## config.mk

```make
export PLATFORM = sky130hd
export DESIGN_NAME = score_bcd_counter_flat
export DESIGN_NICKNAME = d
export VERILOG_FILES = /design/src/rtl/score_bcd_counter_if.sv /design/src/rtl/score_bcd_counter.sv /design/src/flat_wrapper.sv
export SDC_FILE = /design/constraint.sdc
export NUM_CORES = 1
export LEC_CHECK = 0
export BUFFER_PORTS_ARGS = -buffer_cell sky130_fd_sc_hd__buf_2
export CAP_MARGIN = 20
export CORE_UTILIZATION = 26
export CTS_CLUSTER_SIZE = 8
export DETAILED_ROUTE_END_ITERATION = 10
export HOLD_SLACK_MARGIN = 0.06
export MAX_ROUTING_LAYER = met4
export SLEW_MARGIN = 10
export SYNTH_ARGS = -nofsm -noshare
export SYNTH_HDL_FRONTEND = slang
export SYNTH_SLANG_ARGS = --single-unit
```

## constraint.sdc

```tcl
create_clock -name clk -period 2.9 [get_ports clk]
set_input_delay 0.29 -clock clk [delete_from_list [all_inputs] [get_ports clk]]
set_output_delay 0.29 -clock clk [all_outputs]
set_load 0.01 [all_outputs]
```

## src/rtl/score_bcd_counter_if.sv

```systemverilog
// Control/display bundle between the game logic and the score keeper.
// Master drives the game event pulses and the display select; slave returns the display state.
interface score_bcd_counter_if #(
  parameter int NUM_DIGITS = 4
);
  logic                    game_start;
  logic                    point;
  logic                    game_over;
  logic                    show_high;
  logic [4*NUM_DIGITS-1:0] digits;
  logic                    score_max;
  logic                    new_high;
  logic                    blank;

  modport master (
    output game_start, point, game_over, show_high,
    input  digits, score_max, new_high, blank
  );

  modport slave (
    input  game_start, point, game_over, show_high,
    output digits, score_max, new_high, blank
  );
endinterface

```

## src/rtl/score_bcd_counter.sv

```systemverilog
// Block-dodger score keeper: saturating BCD score, session high score,
// registered digit display and new-high-score blink control.
module score_bcd_counter #(
  parameter int NUM_DIGITS = 4,
  parameter int BLINK_DIV  = 25000000
) (
  input  logic               clk,
  input  logic               rst_n,
  score_bcd_counter_if.slave bus
);

  localparam int W  = 4 * NUM_DIGITS;
  localparam int CW = (BLINK_DIV > 1) ? $clog2(BLINK_DIV) : 1;
  localparam logic [W-1:0] ALL9 = {NUM_DIGITS{4'h9}};

  typedef enum logic [1:0] {IDLE, RUN, OVER} state_t;

  state_t        state_q;
  logic [W-1:0]  score_q, high_q, digits_q;
  logic [W-1:0]  score_d;
  logic          score_max_q, new_high_q, blank_q, over_first_q;
  logic [CW-1:0] blink_cnt_q;

  // Single-cycle ripple increment; a 9 wraps to 0 and carries on.
  always_comb begin
    logic       carry;
    logic [3:0] nib;
    score_d = score_q;
    carry   = 1'b1;
    for (int i = 0; i < NUM_DIGITS; i++) begin
      nib = score_q[4*i +: 4];
      if (carry) begin
        if (nib == 4'd9) begin
          score_d[4*i +: 4] = 4'd0;
        end else begin
          score_d[4*i +: 4] = nib + 4'd1;
          carry             = 1'b0;
        end
      end
    end
  end

  always_ff @(posedge clk or negedge rst_n) begin
    if (!rst_n) begin
      state_q      <= IDLE;
      score_q      <= '0;
      high_q       <= '0;
      digits_q     <= '0;
      score_max_q  <= 1'b0;
      new_high_q   <= 1'b0;
      blank_q      <= 1'b0;
      over_first_q <= 1'b0;
      blink_cnt_q  <= '0;
    end else begin
      digits_q <= bus.show_high ? high_q : score_q;
      if (bus.game_start) begin
        state_q      <= RUN;
        score_q      <= '0;
        score_max_q  <= 1'b0;
        new_high_q   <= 1'b0;
        over_first_q <= 1'b0;
        blank_q      <= 1'b0;
        blink_cnt_q  <= '0;
      end else begin
        unique case (state_q)
          RUN: begin
            if (bus.point && score_q != ALL9) begin
              score_q     <= score_d;
              score_max_q <= (score_d == ALL9);
            end
            if (bus.game_over) begin
              state_q      <= OVER;
              over_first_q <= 1'b1;
            end
          end
          OVER: begin
            over_first_q <= 1'b0;
            // Plain unsigned compare is ordered correctly since nibbles stay 0..9.
            if (over_first_q && score_q > high_q) begin
              high_q     <= score_q;
              new_high_q <= 1'b1;
            end
          end
          default: ;
        endcase

        if (state_q == OVER && new_high_q) begin
          if (blink_cnt_q == CW'(BLINK_DIV - 1)) begin
            blink_cnt_q <= '0;
            blank_q     <= ~blank_q;
          end else begin
            blink_cnt_q <= blink_cnt_q + 1'b1;
          end
        end else begin
          blink_cnt_q <= '0;
          blank_q     <= 1'b0;
        end
      end
    end
  end

  assign bus.digits    = digits_q;
  assign bus.score_max = score_max_q;
  assign bus.new_high  = new_high_q;
  assign bus.blank     = blank_q;

endmodule
```

## src/flat_wrapper.sv

```systemverilog
// flat-port wrapper written by rule: the top's interface ports become plain ports
module score_bcd_counter_flat 
#(
  parameter int NUM_DIGITS = 4,
  parameter int BLINK_DIV  = 25000000
)
  (clk, rst_n, bus_game_start, bus_point, bus_game_over, bus_show_high, bus_digits, bus_score_max, bus_new_high, bus_blank);
  score_bcd_counter_if #(.NUM_DIGITS(NUM_DIGITS)) bus_i ();
  input  logic clk;
  input  logic rst_n;
  input wire logic [$bits(bus_i.game_start)-1:0] bus_game_start;
  input wire logic [$bits(bus_i.point)-1:0] bus_point;
  input wire logic [$bits(bus_i.game_over)-1:0] bus_game_over;
  input wire logic [$bits(bus_i.show_high)-1:0] bus_show_high;
  output wire logic [$bits(bus_i.digits)-1:0] bus_digits;
  output wire logic [$bits(bus_i.score_max)-1:0] bus_score_max;
  output wire logic [$bits(bus_i.new_high)-1:0] bus_new_high;
  output wire logic [$bits(bus_i.blank)-1:0] bus_blank;
  assign bus_i.game_start = bus_game_start;
  assign bus_i.point = bus_point;
  assign bus_i.game_over = bus_game_over;
  assign bus_i.show_high = bus_show_high;
  assign bus_digits = bus_i.digits;
  assign bus_score_max = bus_i.score_max;
  assign bus_new_high = bus_i.new_high;
  assign bus_blank = bus_i.blank;
  score_bcd_counter #(.NUM_DIGITS(NUM_DIGITS), .BLINK_DIV(BLINK_DIV)) u_core (.clk(clk), .rst_n(rst_n), .bus(bus_i));
endmodule
```

; Word-level counts from Yosys, hierarchy flattened
; Cells that the tools add are included.
[word_totals]
register_bits = 79
in_bits = 6
output_inout_bits = 19
elab_cells = 76
[op_classes]
add_sub_neg = 5
n_lt_le_gt_ge = 1
eq_ne = 11
mux = 34
bitwise = 2
n_reduce_logical = 14
[op_table]
columns = cell, count
row1 = $mux W25, 3
row2 = $mux W16, 4
row3 = $mux W4, 7
row4 = $add A25 B1 Y25 const B, 1
row5 = $eq A25 B25 Y1 const B, 1
row6 = $add A4 B1 Y4 const B, 4
row7 = $eq A16 B16 Y1 const B, 1
row8 = $eq A4 B4 Y1 const B, 4
row9 = $gt A16 B16 Y1, 1
row10 = $mux W1, 16
row11 = $ne A16 B16 Y1 const B, 1
row12 = $reduce_bool A2 Y1, 5
row13 = $reduce_and A2 Y1, 4
row14 = $mux W2, 3
row15 = $ne A3 B3 Y1 const B, 2
row16 = $logic_and A1 B1 Y1, 3
row17 = $reduce_and A3 Y1, 1
row18 = $reduce_bool A3 Y1, 1
row19 = $eq A2 B1 Y1 const B, 1
row20 = $eq A2 B2 Y1 const B, 1
row21 = $not A1 Y1, 2
row22 = $pmux W1 S2, 1

; Logic depth before layout (Yosys ltp)
; Gate-level depths: netlist of the first run.
[depth]
depth_word = 9
depth_mapped = 9
depth_no_buf = 7

; Least setup slack after synthesis of the first run
; Ideal clock, no wire load.
[synth_path]
path_kind = register -> register
startpoint = register u_core.score_q[0]
endpoint = register u_core.high_q[10]
setup_ns = 0.125
arrival_time_ns = 2.385
required_time_ns = 2.775
slack_ns = 0.389
stages_incl_launch_ff = 10
n_path_buf = 2
synth_period_minus_slack_ns = 2.511
path_cell_list = dfrtp_1 > clkbuf_1 > inv_1 > ha_1 > nor2b_1 > o211ai_1 > a2111o_1 > a311oi_4 > buf_8 > mux2_4
[synth_via]
elab_chain_cells = 3
[synth_rtl]
columns = item, line
row1 = start: declaration, score_bcd_counter.sv:19  ; logic [W-1:0] score_q, high_q, digits_q;
row2 = start signal: assignment, score_bcd_counter.sv:68  ; score_q <= score_d;
row3 = $gt A16 B16 Y1, score_bcd_counter.sv:79  ; if (over_first_q && score_q > high_q) begin
row4 = $logic_and A1 B1 Y1, score_bcd_counter.sv:79
row5 = $reduce_and A3 Y1 (no source line), n/a
row6 = end signal: assignment, score_bcd_counter.sv:80  ; high_q <= score_q;
row7 = end: declaration, score_bcd_counter.sv:19
; No other way between the ends.
; A chain may end at the register's enable or synchronous reset.

; Worst setup path after layout of the first run
[layout_path]
startpoint = register u_core.score_q[0]
endpoint = register u_core.high_q[5]
; The elaborated chain is that of the path after synthesis.

==> results of run 1 <==
==> sequential cells by signal, indices dropped and copies added, names as in the netlist <==
register / count
u_core.blink_cnt_q: 25
u_core.bus.blank: 1
u_core.bus.digits: 16
u_core.bus.new_high: 1
u_core.bus.score_max: 1
u_core.high_q: 16
u_core.over_first_q: 1
u_core.score_q: 16
u_core.state_q: 2
==> layout by cell type, fill, tap and decap left out, drive strengths merged, types with 2 or more instances in the layout <==
master    instances
dfrtp            79
nor2             53
buf              29
inv              26
mux2             24
nand4            19
xor2             18
nand2            17
ha               17
nand3            15
xnor2            15
o21ai            14
a21oi            11
clkbuf           11
mux2i             8
nor3              8
and3              7
nor2b             5
o211ai            5
or2               3
nor4              3
nor4bb            3
nand3b            3
and2              3
o2111ai           3
a31oi             2
bufinv            2
clkinvlp          2
==> per-stage QoR <==
stage,hold WS (ns),utilization,instances,cell area [sq um],power [uW]
4_1_cts,0.1695,0.3105,632,4738,2477
3_3_place_gp,0.4694,0.2887,616,4405,1224
3_5_place_dp,0.4807,0.2887,616,4405,1227
2_1_floorplan,-0.005591,-,394,4083,1183
5_1_grt,0.2472,0.3130,634,4776,2545
6_report,0.2347,0.3130,634,4776,2448
==> kinds of logic after synthesis <==
| family | Yosys count | synth area share |
|---|---|---|
| buffers and inverters | 43 | 0.04689 |
| xor gates and xnor gates | 33 | 0.07079 |
| AOI/OAI and AO/OA | 43 | 0.07049 |
| adders and majority gates | 17 | 0.05210 |
| and+or+nand+nor | 147 | 0.1851 |
| DFF | 79 | 0.4842 |
| muxes | 32 | 0.09041 |
==> per-layer routing <==
metal  GRT usage  share of wire  vias up
li1            -              -     1418
met1      0.1389           0.47     1426
met2      0.1758           0.48       44
met5           -              0        -
met4     0.03431          0.016        0
met3     0.03476          0.029       13
==> power by group through the flow <==
stage / combinational, uW / clock [uW] / sequential, uW
after floorplan: 43.6 / 0 / 1140
after global placement: 80.4 / 0 / 1140
after detailed placement: 82.0 / 0 / 1140
after CTS: 82.2 / 1270 / 1120
after global routing: 97.6 / 1320 / 1130
final: 85.3 / 1240 / 1120
==> layout make-up <==
class	instances	area, sq um
clock buffer	11	252.7
clock inverter	5	80.08
fill	1541	10480
inverter	26	97.59
multi-input combinational	272	1914
sequential	79	1977
tap	211	264.0
timing repair buffer	30	190.2
==> final timing paths <==
| check | start | end | slack (ns) | cells past startpoint |
|---|---|---|---|---|
| max | u_core.score_q[0] | u_core.high_q[5] | 0.37 | 8 |
| min | bus_game_over | u_core.over_first_q | 0.23 | 3 |
| max reg2reg | u_core.score_q[0] | u_core.high_q[5] | 0.37 | 8 |
| min reg2reg | u_core.blink_cnt_q[0] | u_core.blink_cnt_q[0] | 0.49 | 1 |
| max in group asynchronous | rst_n | u_core.score_q[9] | 1.91 | 3 |
| min in group asynchronous | rst_n | u_core.blink_cnt_q[2] | 0.41 | 2 |
==> worst reg2reg max path: stages (launching register included) <==
cell and delay [ns]:
sky130_fd_sc_hd__dfrtp_1 0.53, sky130_fd_sc_hd__inv_1 0.14, sky130_fd_sc_hd__ha_1 0.20, sky130_fd_sc_hd__nor2b_1 0.10, sky130_fd_sc_hd__o211ai_1 0.09, sky130_fd_sc_hd__a2111o_1 0.41, sky130_fd_sc_hd__a311oi_4 0.28, sky130_fd_sc_hd__buf_4 0.29
sky130_fd_sc_hd__mux2_2 0.37
==> timing repair <==
item,CTS,global route
hold buffers,0,1
hold endpoints to repair,0,26
setup buffers,0,0
==> results.toml, run 1 <==
[grt]
global_route_wire_length_before_repair_microns = 13990
antenna_found_initial = 0
first_global_vias = 2881
grt.overflow.total = 0
groute.usage.overall = 0.1125
grt_max_degree = 80

[placement]
dp_hpwl_microns = 5739
globalplace.congestion = 0.8561
number_of_buffers_added_on_ports = 24
preCtsSetupSlack_ns = 0.4023

[synthesis]
post_synth.cell_area_avg_sq_um = 10.36
synth_flop_cell = "sky130_fd_sc_hd__dfrtp_1"
synthArstFlopShare = 1.000
synthCells = 394
post_synth_most_frequent_cells = "sky130_fd_sc_hd__dfrtp_1 (79), sky130_fd_sc_hd__nor2_1 (53), sky130_fd_sc_hd__inv_1 (26)"
synth.top_cells.by_area = "sky130_fd_sc_hd__dfrtp_1 (48%), sky130_fd_sc_hd__mux2_2 (5.2%), sky130_fd_sc_hd__ha_1 (5.2%), sky130_fd_sc_hd__nor2_1 (4.9%), sky130_fd_sc_hd__xor2_1 (3.9%)"
cell_taking_the_most_area_after_synthesis = "sky130_fd_sc_hd__dfrtp_1"
yosysSeqAreaShare = 0.4842
yosys.area.top_type_share = 0.4842
count_leader_synth = "sky130_fd_sc_hd__dfrtp_1"
postSynthNetCount = 417
mappedNetlistArea_sq_um = 4083
synthesis.yosys.warnings = 0
yosys_register_bits = 79
synth_cell_type_count = 48
synth_edf_count = 0

[setup_path]
worst_path_dominant_cell_family = "compound AO/OA/AOI/OAI gates"
critPathCaptureType = "flop"
critical-path-max-stage-delay_ns = 0.53
crit_path_top_delay_cell = "sky130_fd_sc_hd__dfrtp_1"
worst_setup_path_start_kind = "flop"
path_cells = "inv_1 -> ha_1 -> nor2b_1 -> o211ai_1 -> a2111o_1 -> a311oi_4 -> buf_4 -> mux2_2"
crit_buf_inv = 2
timing_worst_setup_path_type = "reg -> reg"
critical_path_required_ns = 3.12
crit_arrival_ns = 2.75
critPathMaxFanout = 12

[timing]
grt_setup_unrepaired = "no"
drv_slew = 0
timing.setup.tns_ns = 0
max-slew-margin-rel = 0.5632
fin_worst_skew_ns = 0.004744
timing.final.setup_violations = 0
actual_transition_at_the_worst_max_transition_pin_ns = 0.6528
maximum_frequency_from_static_timing_analysis_ghz = 0.3956
layout_setup_ws_ns = 0.3719
timing.final.crit_period_ns = 2.528
hold_viol = 0
post-route-period-util = 0.8718

[clocking]
htreeDepth = 3
clock_tree.buffer_depth = 2
post_cts_resized = 0
worst_skew_pair.late_latency_ns = 0.33
cts_root_buf = "sky130_fd_sc_hd__clkbuf_16"
tritoncts = "done"
clk_pin_slew_worst_paths_ns = 0.06
cts_made_buffers = 9
clock-sinks = 79

[drt]
detailedRoute.firstPassIterationCount = 4
vias = 2901
routed_wl_microns = 8347
detail_route.iter0.violations = 169
viasPerCell = 4.576
drt.antenna.violating_nets = 0
post_drt_wl_per_cell_microns = 13.17
drc_errors = 0

[power_and_ir_drop]
p_sw_frac = 0.2080
p_comb_frac = 0.035
share_clk_of_total_power = 0.506
internal-power_uw = 1939
p_seq_frac = 0.459
p_switching_uw = 509.0
vdd_drop_max_v = 0.0002968
power-per-cell-area_nw_per_um2 = 512.5
cellLeakagePower_uw = 0.002058

[die]
starting_density = 0.2676
core-area_sq_um = 15260
die_height_microns = 127.3
floorplan.die_area_sq_um = 16210
floorplan.io_pins = 25
die-width_microns = 127.3
fp-row-count = 45

[worst_hold_path]
hold_class = "in -> reg"

[flow_run]
timing.max_cap.violations = 0

[finish]
finish.net_count = 441
antenna_cells_inserted = 0
layout_cell_share_with_drive_strength_beyond_1 = 0.1773
area_growth_syn_to_layout_pct = 16.98

[status]
outcome = "completed"
No activity file was read; power rests on OpenSTA's default activity.
==> run 2, diff against run 1 <==
- RECOVER_POWER: unset -> 25
- SKIP_LAST_GASP: unset -> 1
==> run 2 against run 1 <==
Compared with the run above: the flow now finishes with violations (max-capacitance violations, max-slew violations); register-to-register slack hardly changed; first-iteration DRC count stayed put; power hardly changed; count of clock-buffer cells in the layout stayed put; via count stayed put; sequential share of layout area hardly changed; critical path type unchanged; largest power group unchanged; highest routed layer unchanged.
==> results.toml, run 2 (synthesis gave the netlist of run 1 again) <==
[drt]
drt.antenna.violating_nets = 0
post_drt_wl_per_cell_microns = 13.15
routedLengthMet1_microns = 3921
routed_wl_microns = 8340
viasPerCell = 4.576
met3_wirelength_microns = 241
wl_met2_microns = 4044
drc_errors = 0
vias = 2901
top_metal_layer_carrying_routed_signals = "met4"
detail_route.iter0.violations = 169
detailedRoute.firstPassIterationCount = 4

[setup_path]
critical-path-max-stage-delay_ns = 0.53
crit_arrival_ns = 2.75
worst_path_dominant_cell_family = "compound AO/OA/AOI/OAI gates"
critical_path_required_ns = 3.12
path_cells = "inv_1 -> ha_1 -> nor2b_1 -> o211ai_1 -> a2111o_1 -> a311oi_4 -> buf_4 -> mux2_2"
timing.reg2reg.worst_path_depth = 8
worstReg2RegEnd = "u_core.high_q[5]"
timing_worst_setup_path_type = "reg -> reg"
worst_setup_path_start_kind = "flop"
crit_buf_inv = 2
critPathCaptureType = "flop"
crit_path_top_delay_cell = "sky130_fd_sc_hd__dfrtp_1"
start_of_the_worst_register_to_register_path = "u_core.score_q[0]"
regToRegSetupSlack_ns = 0.37
critPathMaxFanout = 12

[timing]
maximum_frequency_from_static_timing_analysis_ghz = 0.3956
timing.setup.tns_ns = 0
post-route-period-util = 0.8718
drv_slew = 27
grt_setup_unrepaired = "no"
fin_worst_skew_ns = 0.004744
timing.final.setup_violations = 0
max-slew-margin-rel = -0.03469
hold_viol = 0
timing.final.crit_period_ns = 2.528
actual_transition_at_the_worst_max_transition_pin_ns = 1.552

[finish]
final_design_area_no_fill_sq_um = 4771
most-common-layout-cells = "sky130_fd_sc_hd__dfrtp_1 (79), sky130_fd_sc_hd__nor2_1 (53), sky130_fd_sc_hd__inv_1 (26)"
final_util = 0.3127
layout_cell_share_with_drive_strength_beyond_1 = 0.1726
antenna_cells_inserted = 0
largest_reg_flops = 25
finish.net_count = 441
leading_cell_type_in_the_layout_fill_and_taps_excluded = "sky130_fd_sc_hd__dfrtp_1"
multi_input_comb_area_sq_um = 1914
registers.top_by_ff_count = "u_core.blink_cnt_q"
area_growth_syn_to_layout_pct = 16.86
fillerInstances = 1542
regArea_sq_um = 1977

[power_and_ir_drop]
vdd_drop_max_v = 0.0002968
cellLeakagePower_uw = 0.002052
p_sw_frac = 0.2079
power-per-cell-area_nw_per_um2 = 512.9
share_clk_of_total_power = 0.506
internal-power_uw = 1938
report.power.total_uw = 2447
p_seq_frac = 0.460
p_comb_frac = 0.035
p_switching_uw = 508.6

[grt]
global_route_wire_length_before_repair_microns = 13990
grt.overflow.total = 0
antenna_found_initial = 0
grt_max_degree = 80
first_global_vias = 2881
groute.usage.overall = 0.1125

[placement]
dp_hpwl_microns = 5739
number_of_buffers_added_on_ports = 24
detailed_place.area_sq_um = 4405
globalplace.congestion = 0.8561

[die]
starting_density = 0.2676
floorplan.die_area_sq_um = 16210
fp-row-count = 45
floorplan.io_pins = 25
core-area_sq_um = 15260
die_height_microns = 127.3
die-width_microns = 127.3

[clocking]
cts_root_buf = "sky130_fd_sc_hd__clkbuf_16"
clk_pin_slew_worst_paths_ns = 0.06
worst_skew_pair.late_latency_ns = 0.33
htreeDepth = 3
tritoncts = "done"
clock-sinks = 79
cts_made_buffers = 9
clock_tree.buffer_depth = 2
post_cts_resized = 0

[worst_hold_path]
worst_hold_path.num_cells = 3
hold_class = "in -> reg"
min_delay_worst_endpoint = "u_core.over_first_q"
timing.hold.worst.start = "bus_game_over"

[status]
violations = "max-capacitance violations, max-slew violations"
outcome = "finished, violations left"

[flow_run]
timing.max_cap.violations = 1
run 2: cell count changes in the layout (fill, tap and decap cells not counted):
cell / before / now
sky130_fd_sc_hd__buf_2: 23 / 22
sky130_fd_sc_hd__buf_4: 5 / 4
sky130_fd_sc_hd__clkbuf_1: 0 / 2
run 2: metal layers:
| metal | global-route usage | vias to the layer above |
|---|---|---|
| met2 | 0.1758 | 44 |
| met4 | 0.03431 | 0 |
| met5 | - | - |
| met3 | 0.03476 | 13 |
| li1 | - | 1418 |
| met1 | 0.1389 | 1426 |
run 2: timing repair:
item | in CTS | in global routing
buffers inserted | 0 | 0
endpoints found under the hold margin | 0 | 26
hold buffers | 0 | 1
run 2: layout make-up:
type / count / area share
well taps: 211 / 0.05534
repair buffers: 30 / 0.03881
clock buffers: 11 / 0.05298
multi-input cells: 272 / 0.4013
flip-flops and latches: 79 / 0.4144
inverters: 26 / 0.02046
clock inverters: 5 / 0.01678
run 2: power by group through the flow:
stage	Combinational, uW	Sequential, uW	Clock, uW
after floorplan	43.6	1140	0
after global placement	80.4	1140	0
after detailed placement	82.0	1140	0
after CTS	82.2	1120	1270
after global routing	97.2	1130	1320
final	84.9	1120	1240
run 2: worst register-to-register path: stages, from the launching register on:
cell	delay [ns]
sky130_fd_sc_hd__dfrtp_1	0.53
sky130_fd_sc_hd__inv_1	0.14
sky130_fd_sc_hd__ha_1	0.20
sky130_fd_sc_hd__nor2b_1	0.10
sky130_fd_sc_hd__o211ai_1	0.09
sky130_fd_sc_hd__a2111o_1	0.41
sky130_fd_sc_hd__a311oi_4	0.28
sky130_fd_sc_hd__buf_4	0.29
sky130_fd_sc_hd__mux2_2	0.37
run 2: through the flow:
step	hold WS (ns)	std cells	setup WS (ns)
floorplan	-0.005591	394	0.3894
global placement	0.4694	616	0.4575
detailed placement	0.4807	616	0.4023
CTS	0.1695	632	0.3793
global route	0.2472	634	0.2350
finish	0.2347	634	0.3719
run 2: worst max-delay path by stage:
stage / slack (ns) / depth (start not counted) / start / end
floorplan: 0.39 / 9 / u_core.score_q[0] / u_core.high_q[10]
global placement: 0.46 / 7 / u_core.score_q[1] / u_core.high_q[5]
detailed placement: 0.40 / 8 / u_core.score_q[0] / u_core.high_q[5]
CTS: 0.38 / 8 / u_core.score_q[0] / u_core.high_q[5]
global route: 0.23 / 8 / u_core.score_q[0] / u_core.high_q[5]
finish: 0.37 / 8 / u_core.score_q[0] / u_core.high_q[5]
==> run 3, diff against run 2 <==
- CELL_PAD_IN_SITES_DETAIL_PLACEMENT: unset -> 0
- CELL_PAD_IN_SITES_GLOBAL_PLACEMENT: unset -> 1
- PLACE_DENSITY_LB_ADDON: unset -> 0.1
==> run 3 against run 2 <==
Compared with the run above: sequential share of layout area about the same; the flow now finishes without violations; largest power group is now registers; wire length up 18%; maximum frequency down 1.6%; critical path type unchanged; non-clock buffer count up 11; via count down 2.1%; count of clock-buffer cells in the layout up 3; clock power down 17%; flip-flop and latch count unchanged; global-route usage up 2.7 points; sequential power about the same; utilization about the same.
==> results.toml, run 3 (synthesis gave the netlist of run 1 again) <==
[die]
floorplan.io_pins = 25
die-width_microns = 127.3
die_height_microns = 127.3
fp-row-count = 45
core-area_sq_um = 15260
starting_density = 0.2676
floorplan.die_area_sq_um = 16210

[finish]
fillerInstances = 1600
final_util = 0.3128
area_growth_syn_to_layout_pct = 16.92
antenna_cells_inserted = 0
most-common-layout-cells = "sky130_fd_sc_hd__dfrtp_1 (79), sky130_fd_sc_hd__nor2_1 (53), sky130_fd_sc_hd__inv_1 (26)"
layout_cell_share_with_drive_strength_beyond_1 = 0.1824
multi_input_comb_area_sq_um = 1914
leading_cell_type_in_the_layout_fill_and_taps_excluded = "sky130_fd_sc_hd__dfrtp_1"
registers.top_by_ff_count = "u_core.blink_cnt_q"
largest_reg_flops = 25
regArea_sq_um = 1977
final_design_area_no_fill_sq_um = 4773
finish.net_count = 452

[grt]
grt_max_degree = 42
global_route_wire_length_before_repair_microns = 16640
antenna_found_initial = 0
grt.overflow.total = 0
first_global_vias = 3022
groute.usage.overall = 0.1393

[status]
outcome = "completed"

[placement]
number_of_buffers_added_on_ports = 24
preCtsSetupSlack_ns = 0.2972
dp_hpwl_microns = 6820
detailed_place.area_sq_um = 4508
globalplace.congestion = 0.7370

[setup_path]
critical_path_required_ns = 3.12
critical-path-max-stage-delay_ns = 0.49
crit_arrival_ns = 2.79
crit_path_top_delay_cell = "sky130_fd_sc_hd__a311oi_4"
critPathCaptureType = "flop"
critPathMaxFanout = 6
worst_setup_path_start_kind = "flop"
path_cells = "ha_1 -> nand4_1 -> a2111o_1 -> a311oi_4 -> buf_4 -> mux2_2"
timing.reg2reg.worst_path_depth = 6
timing_worst_setup_path_type = "reg -> reg"

[clocking]
clock_tree.buffer_depth = 2
htreeDepth = 3
cts_root_buf = "sky130_fd_sc_hd__clkbuf_16"
worst_skew_pair.late_latency_ns = 0.34
clock-sinks = 79
clk_pin_slew_worst_paths_ns = 0.06
tritoncts = "done"
cts_made_buffers = 9

[timing]
drv_slew = 0
timing.final.setup_violations = 0
post-route-period-util = 0.8856
timing.final.crit_period_ns = 2.568
actual_transition_at_the_worst_max_transition_pin_ns = 1.159
maximum_frequency_from_static_timing_analysis_ghz = 0.3894
timing.setup.tns_ns = 0
max-slew-margin-rel = 0.2271
layout_setup_ws_ns = 0.3317
grt_setup_unrepaired = "no"
fin_worst_skew_ns = 0.006166
hold_viol = 0

[drt]
top_metal_layer_carrying_routed_signals = "met4"
met3_wirelength_microns = 284
detailedRoute.firstPassIterationCount = 5
post_drt_wl_per_cell_microns = 15.28
drc_errors = 0
routed_wl_microns = 9842
vias = 2841
viasPerCell = 4.411
wl_met2_microns = 4491
routedLengthMet1_microns = 4993
detail_route.iter0.violations = 113
drt.antenna.violating_nets = 0

[flow_run]
timing.max_cap.violations = 0

[worst_hold_path]
worst_hold_path.num_cells = 3
hold_class = "in -> reg"

[power_and_ir_drop]
cellLeakagePower_uw = 0.002077
power-per-cell-area_nw_per_um2 = 472.5
vdd_drop_max_v = 0.0002648
==> run 3: critical path, delay by kind of cell, from the launching register on <==
family          cells  cell delay [ns]
mux                 1             0.34
compound gates      2             0.92
buf+inv             1             0.26
flops               1             0.43
simple gates        1             0.18
fa+ha+maj           1             0.32
==> run 3: final cells by class <==
| type | instances | share of cell area |
|---|---|---|
| inverter | 26 | 0.02045 |
| multi-input combinational | 272 | 0.4010 |
| tap | 211 | 0.05531 |
| clock buffer | 14 | 0.05321 |
| timing repair buffer | 41 | 0.05478 |
| sequential | 79 | 0.4142 |
| clock inverter | 1 | 0.001048 |
==> run 3: power by group <==
part           internal (uW)  switching (uW)  leakage [uW]  total [uW]
combinational           33.6            71.1      0.000883         105
clock                    599             433      0.000127        1030
sequential              1110            5.94       0.00107        1120
total                   1740             510       0.00208        2260
==> run 3: metal layers <==
layer,up-vias,global-route usage
li1,1430,-
met1,1377,0.1845
met2,28,0.2077
met3,6,0.03936
met4,0,0.03782
met5,-,-
==> run 3: final timing paths <==
| path | start | to | slack (ns) |
|---|---|---|---|
| max | u_core.score_q[14] | u_core.high_q[0] | 0.33 |
| min | bus_game_over | u_core.state_q[1] | 0.23 |
| max reg2reg | u_core.score_q[14] | u_core.high_q[0] | 0.33 |
| min reg2reg | u_core.high_q[13] | u_core.bus.digits[13] | 0.49 |
| max in group asynchronous | rst_n | u_core.score_q[6] | 1.44 |
| min in group asynchronous | rst_n | u_core.blink_cnt_q[5] | 0.68 |
==> run 3: timing repair <==
item                                    in CTS  in global routing
endpoints found under the setup margin       0                  0
buffers inserted                             0                  0
hold endpoints to repair                    40                  0
hold buffers                                 1                  0
gates resized for setup                      0                  0
==> run 3: metrics by stage <==
step	instances	hold WS (ns)	total power (uW)
CTS	644	0.2127	2311
global route	644	0.2328	2362
global placement	628	0.3258	1246
detailed placement	628	0.3335	1245
finish	644	0.2292	2255
floorplan	394	-0.005591	1183
